### src/rtl/multi_fan_pwm_ctrl_pkg.sv
// ============================================================================
// Module : multi_fan_pwm_ctrl_pkg
// Brief  : Shared defaults, ramp direction type and sizing helper for the fan PWM controller
// Rev    : 1.0  initial release
// ============================================================================
`default_nettype none

package multi_fan_pwm_ctrl_pkg;

    localparam int DEF_CHANNELS     = 4;
    localparam int DEF_WIDTH        = 8;
    localparam int DEF_STEP         = 16;
    localparam int DEF_RAMP_PERIODS = 4;

    typedef enum logic [1:0] {
        RAMP_HOLD = 2'd0,
        RAMP_UP   = 2'd1,
        RAMP_DOWN = 2'd2
    } ramp_dir_e;

    // Prescaler register width; a single-period ramp still needs a 1-bit register.
    function automatic int presc_width(input int ramp_periods);
        return (ramp_periods > 1) ? $clog2(ramp_periods) : 1;
    endfunction

endpackage

`default_nettype wire

### src/rtl/multi_fan_pwm_ctrl_if.sv
// ============================================================================
// Module : multi_fan_pwm_ctrl_if
// Brief  : Control/status bundle between mode decode, the fan PWM controller and fan drivers
// Rev    : 1.0  initial release
// ============================================================================
`default_nettype none

interface multi_fan_pwm_ctrl_if
    import multi_fan_pwm_ctrl_pkg::*;
#(
    parameter int CHANNELS = DEF_CHANNELS,
    parameter int WIDTH    = DEF_WIDTH
);

    logic [CHANNELS-1:0]       en;
    logic                      load;
    logic [CHANNELS*WIDTH-1:0] speed;
    logic [CHANNELS-1:0]       pwm_data;
    logic [CHANNELS*WIDTH-1:0] duty;
    logic [CHANNELS-1:0]       at_target;
    logic                      period_start;

    modport master (
        output en, load, speed,
        input  pwm_data, duty, at_target, period_start
    );

    modport slave (
        input  en, load, speed,
        output pwm_data, duty, at_target, period_start
    );

endinterface

`default_nettype wire

### src/rtl/multi_fan_pwm_ctrl_channel.sv
// ============================================================================
// Module : multi_fan_pwm_ctrl_channel
// Brief  : One fan channel (fan_pwm_channel): latched target, soft-start duty ramp, PWM compare
// Rev    : 1.0  initial release
// ============================================================================
`default_nettype none

module multi_fan_pwm_ctrl_channel
    import multi_fan_pwm_ctrl_pkg::*;
#(
    parameter int WIDTH = DEF_WIDTH,
    parameter int STEP  = DEF_STEP
) (
    input  wire logic             clk,
    input  wire logic             arst,
    input  wire logic             en,
    input  wire logic             load,
    input  wire logic [WIDTH-1:0] speed,
    input  wire logic [WIDTH-1:0] cnt,
    input  wire logic             ramp_tick,
    output logic                  pwm_data,
    output logic      [WIDTH-1:0] duty,
    output logic                  at_target
);

    localparam logic [WIDTH:0] STEP_W = (WIDTH+1)'(STEP);

    logic [WIDTH-1:0] target_q, target_d;
    logic [WIDTH-1:0] duty_q, duty_d;
    logic             pwm_q, pwm_d;
    logic             at_target_q, at_target_d;
    logic [WIDTH:0]   diff;
    logic [WIDTH:0]   step_amt;
    ramp_dir_e        dir;

    always_comb begin
        target_d    = load ? speed : target_q;
        dir         = RAMP_HOLD;
        diff        = '0;
        if (target_q > duty_q) begin
            dir  = RAMP_UP;
            diff = {1'b0, target_q} - {1'b0, duty_q};
        end else if (target_q < duty_q) begin
            dir  = RAMP_DOWN;
            diff = {1'b0, duty_q} - {1'b0, target_q};
        end
        step_amt = (diff > STEP_W) ? STEP_W : diff;

        // The ramp always steps toward the target held before this edge's load.
        duty_d = duty_q;
        if (!en) begin
            duty_d = '0;
        end else if (ramp_tick) begin
            unique case (dir)
                RAMP_UP:   duty_d = WIDTH'({1'b0, duty_q} + step_amt);
                RAMP_DOWN: duty_d = WIDTH'({1'b0, duty_q} - step_amt);
                default:   duty_d = duty_q;
            endcase
        end

        pwm_d       = en && (cnt < duty_q);
        at_target_d = en && (duty_d == target_d);
    end

    always_ff @(posedge clk or negedge arst) begin
        if (!arst) begin
            target_q    <= '0;
            duty_q      <= '0;
            pwm_q       <= 1'b0;
            at_target_q <= 1'b0;
        end else begin
            target_q    <= target_d;
            duty_q      <= duty_d;
            pwm_q       <= pwm_d;
            at_target_q <= at_target_d;
        end
    end

    assign pwm_data  = pwm_q;
    assign duty      = duty_q;
    assign at_target = at_target_q;

endmodule

`default_nettype wire

### src/rtl/multi_fan_pwm_ctrl.sv
// ============================================================================
// Module : multi_fan_pwm_ctrl
// Brief  : CHANNELS soft-start fan PWM outputs sharing one free-running period counter
// Rev    : 1.0  initial release
// ============================================================================
`default_nettype none

module multi_fan_pwm_ctrl
    import multi_fan_pwm_ctrl_pkg::*;
#(
    parameter int CHANNELS     = DEF_CHANNELS,
    parameter int WIDTH        = DEF_WIDTH,
    parameter int STEP         = DEF_STEP,
    parameter int RAMP_PERIODS = DEF_RAMP_PERIODS
) (
    input  wire logic           clk,
    input  wire logic           arst,
    multi_fan_pwm_ctrl_if.slave bus
);

    localparam int               PW         = presc_width(RAMP_PERIODS);
    localparam logic [PW-1:0]    PRESC_LAST = PW'(RAMP_PERIODS - 1);
    localparam logic [WIDTH-1:0] CNT_LAST   = '1;

    logic [WIDTH-1:0]          cnt_q, cnt_d;
    logic [PW-1:0]             presc_q, presc_d;
    logic                      boundary;
    logic                      ramp_tick;
    logic [CHANNELS-1:0]       pwm_vec;
    logic [CHANNELS-1:0]       at_vec;
    logic [CHANNELS*WIDTH-1:0] duty_vec;

    always_comb begin
        cnt_d     = cnt_q + WIDTH'(1);
        boundary  = (cnt_q == CNT_LAST);
        ramp_tick = boundary && (presc_q == PRESC_LAST);
        presc_d   = presc_q;
        if (boundary) begin
            presc_d = (presc_q == PRESC_LAST) ? '0 : presc_q + PW'(1);
        end
    end

    always_ff @(posedge clk or negedge arst) begin
        if (!arst) begin
            cnt_q   <= '0;
            presc_q <= '0;
        end else begin
            cnt_q   <= cnt_d;
            presc_q <= presc_d;
        end
    end

    // Gated by arst so the marker stays low for the whole reset interval.
    assign bus.period_start = arst && (cnt_q == '0);

    generate
        for (genvar i = 0; i < CHANNELS; i++) begin : g_chan
            multi_fan_pwm_ctrl_channel #(
                .WIDTH (WIDTH),
                .STEP  (STEP)
            ) u_fan_pwm_channel (
                .clk       (clk),
                .arst      (arst),
                .en        (bus.en[i]),
                .load      (bus.load),
                .speed     (bus.speed[i*WIDTH +: WIDTH]),
                .cnt       (cnt_q),
                .ramp_tick (ramp_tick),
                .pwm_data  (pwm_vec[i]),
                .duty      (duty_vec[i*WIDTH +: WIDTH]),
                .at_target (at_vec[i])
            );
        end
    endgenerate

    assign bus.pwm_data  = pwm_vec;
    assign bus.duty      = duty_vec;
    assign bus.at_target = at_vec;

endmodule

`default_nettype wire

### src/flat_wrapper.sv
// flat-port wrapper written by rule: the top's interface ports become plain ports
module multi_fan_pwm_ctrl_flat import multi_fan_pwm_ctrl_pkg::*;
#(
    parameter int CHANNELS     = DEF_CHANNELS,
    parameter int WIDTH        = DEF_WIDTH,
    parameter int STEP         = DEF_STEP,
    parameter int RAMP_PERIODS = DEF_RAMP_PERIODS
)
  (clk, arst, bus_en, bus_load, bus_speed, bus_pwm_data, bus_duty, bus_at_target, bus_period_start);
  multi_fan_pwm_ctrl_if #(.CHANNELS(CHANNELS), .WIDTH(WIDTH)) bus_i ();
  input  wire logic clk;
  input  wire logic arst;
  input wire logic [$bits(bus_i.en)-1:0] bus_en;
  input wire logic [$bits(bus_i.load)-1:0] bus_load;
  input wire logic [$bits(bus_i.speed)-1:0] bus_speed;
  output wire logic [$bits(bus_i.pwm_data)-1:0] bus_pwm_data;
  output wire logic [$bits(bus_i.duty)-1:0] bus_duty;
  output wire logic [$bits(bus_i.at_target)-1:0] bus_at_target;
  output wire logic [$bits(bus_i.period_start)-1:0] bus_period_start;
  assign bus_i.en = bus_en;
  assign bus_i.load = bus_load;
  assign bus_i.speed = bus_speed;
  assign bus_pwm_data = bus_i.pwm_data;
  assign bus_duty = bus_i.duty;
  assign bus_at_target = bus_i.at_target;
  assign bus_period_start = bus_i.period_start;
  multi_fan_pwm_ctrl #(.CHANNELS(CHANNELS), .WIDTH(WIDTH), .STEP(STEP), .RAMP_PERIODS(RAMP_PERIODS)) u_core (.clk(clk), .arst(arst), .bus(bus_i));
endmodule
### config.mk
export PLATFORM = sky130hd
export DESIGN_NAME = multi_fan_pwm_ctrl_flat
export DESIGN_NICKNAME = d
export VERILOG_FILES = /design/src/rtl/multi_fan_pwm_ctrl_pkg.sv /design/src/rtl/multi_fan_pwm_ctrl_if.sv /design/src/rtl/multi_fan_pwm_ctrl_channel.sv /design/src/rtl/multi_fan_pwm_ctrl.sv /design/src/flat_wrapper.sv
export SDC_FILE = /design/constraint.sdc
export NUM_CORES = 1
export LEC_CHECK = 0
export ABC_AREA = 1
export CORE_ASPECT_RATIO = 0.75
export CORE_UTILIZATION = 60
export DETAILED_ROUTE_END_ITERATION = 10
export GPL_TIMING_DRIVEN = 1
export PLACE_DENSITY = 0.87
export RECOVER_POWER = 50
export SETUP_SLACK_MARGIN = 0.02
export SLEW_MARGIN = 25
export SYNTH_ARGS = -nofsm -noshare
export SYNTH_HDL_FRONTEND = slang
export SYNTH_SLANG_ARGS = --single-unit
### constraint.sdc
create_clock -name clk -period 5.4 [get_ports clk]
set_input_delay 0.54 -clock clk [delete_from_list [all_inputs] [get_ports clk]]
set_output_delay 0.54 -clock clk [all_outputs]
set_load 0.005 [all_outputs]
==> metrics.txt <==
status finished, violations left; violated checks max-capacitance violations, max-slew violations; GPL Wtd Cong 0.9388; Row Count 40; CORE AREA 0.01602 mm2; #FFs+latches synth 82; Critical Path Fanout Max 8; Slew headroom -75.00%; CTS HTree Levels 3; Most Frequent Cell on Critical Path nand2_1; first-pass GRT wire length 42,690 um; FILL cells 1,313; crit share post-route 94.84%; Fin. Hold Viols 0; die area ~0.017 mm2; Slew @ Worst Pin 2625 ps; Peak VDD IR 0.0002192 V; largest net degree at the start of global routing 79; CTS tree done; Final setup viols 0; Detailed Routing Iterations Pass 1 6; GRT overflow 0; Hold WS 517.9 ps; via count a little under 10,000; Routed WL 26,860 um; root buffer cell clkbuf_16; Post-synth EDFFs 0; Critical Path Start u_core.g_chan[3].u_fan_pwm_channel.duty[5]$_DFF_PN0_; flop-to-flop setup slack 280 ps; Detail Route Antenna Nets 0; proportion of layout cells with a drive suffix above 1 11.59%; cell with the most instances after synthesis nand2_1; Synth area leaders dfrtp_1 (21%), ha_1 (16%), nand2_1 (15%); top cell type's share of synthesized area 20.90%; hold depth 1; via/cell ratio 5.509; leak pwr 0.006154 uW; Worst setup EP type register; TritonCTS Buffers 9; Slowest cell on crit path dfrtp_1; Crit path max-delay family simple AND/OR/NAND/NOR gates; Ports 80; syn_nets 1,630; max cap viols 2; Initial Utilization between 60 and 70%; Max Freq a little under 200 MHz; Worst path max stage delay between 400 and 500 ps; WL/cell 15.31 um; flip-flop and latch area between 0.002 and 0.0025 mm2; Tot GR Track Use about a third; Startpoint Class register; Final Util 71.52%; initial antenna violation count 0; Longest Clk Path Bufs 2; ys async rst share 100.0%; Crit Path Category register to register; insertion delay of the later-clocked pin in the worst-skew pair 360 ps; Max Clock Skew 8.227 ps; Reg-to-Reg End u_core.g_chan[3].u_fan_pwm_channel.at_target$_DFF_PN0_; die height approximately 110 um; Avg Cell Area, Syn around 6.8 um2; CTS Sinks 82; PwrDens 202.8 mW/mm2; Max Slew Vio Count around 140; Clock Pin Slew Worst Setup and Hold Paths around 60 ps; minimum clock period about 5000 ps; min-delay worst type register to register; area leader, netlist dfrtp_1; vias in the first global route between 8,000 and 9,000; Mapped Area 0.009819 mm2; Synth-to-Final Area Change 16.64%; WP data required 5690 ps; crit path DAT 5410 ps; nets 1,718; initial drt markers 1,129; main flop type after synthesis dfrtp_1; total power ~2300 uW; diode count 0; register area share after synthesis 20.90%; I/O Buffers 79; Final TNS setup 0 ps; area of the multi-input gates 0.006618 mm2; hold path start u_core.presc_q[1]$_DFFE_PN0N_; # DRC 0; Die X 149.7 um; Mapped Cells approximately 1,500; Synth top cells by count nand2_1 (391), inv_1 (284), ha_1 (127); YS warnings 0; Buf+Inv Stages, Crit Path 4; Worst R2R Path Depth 34; Hold Path Sink u_core.presc_q[1]$_DFFE_PN0N_; worst r2r src u_core.g_chan[3].u_fan_pwm_channel.duty[5]$_DFF_PN0_; HPWL after DPL 20,590 um; post-synthesis cell type count 49
==> cells in the final DEF (no fill, tap or decap), types with 4 or more instances in the layout <==
cell type and n:
nand2_4 9, ha_2 9, dfrtp_1 71, buf_4 36, ha_1 106, fa_1 12
o22ai_1 13, nor2_4 6, or2_2 12, xnor2_1 20, o211ai_1 12, nor2_1 68
o21ai_0 63, dfrtp_2 11, a21boi_0 4, o21ai_1 8, o211ai_2 4, clkdlybuf4s50_1 77
nand4_1 32, o21bai_1 4, xor2_1 40, nand2_1 389, nor2_2 9, a21oi_2 8
inv_1 276, inv_2 13, nand2_2 15, nand3_2 8, nand3_1 76, a21oi_1 64
ha_4 12, clkbuf_16 9, a21o_1 6
==> registers in the layout, indices dropped and copies added (netlist names) <==
register                                   count
u_core.g_chan.u_fan_pwm_channel.pwm_data       4
u_core.g_chan.u_fan_pwm_channel.duty          32
u_core.presc_q                                 2
u_core.cnt_q                                   8
u_core.g_chan.u_fan_pwm_channel.at_target      4
u_core.g_chan.u_fan_pwm_channel.target_q      32
==> how the worst max path moves through the flow <==
stage	slack (ps)	cells past startpoint	to
after global placement	160	36	u_core.g_chan[3].u_fan_pwm_channel.at_target$_DFF_PN0_
after CTS	20	35	u_core.g_chan[3].u_fan_pwm_channel.at_target$_DFF_PN0_
after global routing	-120	34	u_core.g_chan[3].u_fan_pwm_channel.at_target$_DFF_PN0_
after detailed placement	40	36	u_core.g_chan[3].u_fan_pwm_channel.at_target$_DFF_PN0_
final	280	34	u_core.g_chan[3].u_fan_pwm_channel.at_target$_DFF_PN0_
after floorplan	820	37	u_core.g_chan[1].u_fan_pwm_channel.at_target$_DFF_PN0_
==> what timing repair did <==
| item | in CTS | in global routing |
|---|---|---|
| endpoints found under the setup margin | 2 | 9 |
| pin swaps | 0 | 11 |
| setup buffers | 0 | 20 |
| endpoints found under the hold margin | 4 | 0 |
| resized for setup | 3 | 74 |
| hold buffers | 1 | 0 |
==> report_power, final <==
group | total (uW) | switching, uW | internal, uW
Sequential | 659 | 22.7 | 636
Combinational | 947 | 577 | 370
Clock | 717 | 267 | 450
==> per-stage QoR <==
stage	std cells	instance area (um2)	setup slack (ps)
2_1_floorplan	1452	9819	824.9
3_3_place_gp	1718	10690	162.5
3_5_place_dp	1718	10690	36.78
4_1_cts	1734	11040	18.86
5_1_grt	1754	11450	-117.4
6_report	1754	11450	278.5
==> layout make-up <==
class                   instances  share of cell area, %
inverters                     293                  9.701
clock buffers                  10                  1.999
flip-flops and latches         82                  18.04
well taps                     210                  2.294
multi-input cells            1037                  57.78
repair buffers                117                  9.286
clock inverters                 5                 0.9067
==> per-layer routing <==
metal  track usage [%]  part of all wire (%)  wire, um  up-vias
li1                  -                     -         -     4759
met1             45.58                    46     12240     4421
met2             49.38                    45     12040      441
met3             5.161                   8.0      2161       41
met4             8.889                   1.6       420        0
met5                 0                     0         0        -
==> kinds of logic (layout without fill, tap and decap cells) <==
family	after synthesis	after routing	synth area share, %
xor+xnor	61	61	5.441
simple gates	633	633	28.39
fa+ha+maj	139	139	18.63
mux	1	1	0.1147
flops	82	82	20.90
buf+inv	333	425	14.35
compound gates	203	203	12.18
==> worst reg2reg max path: cells and delay by family, from the launching register on <==
family                     cells  cell delay, ps
AOI/OAI and AO/OA              3             530
xor gates and xnor gates       2             380
adders and majority gates      3             900
buffers and inverters          4             340
DFF                            1             410
and+or+nand+nor               22            2510
Note: power is estimated with default switching activity, not from simulation.
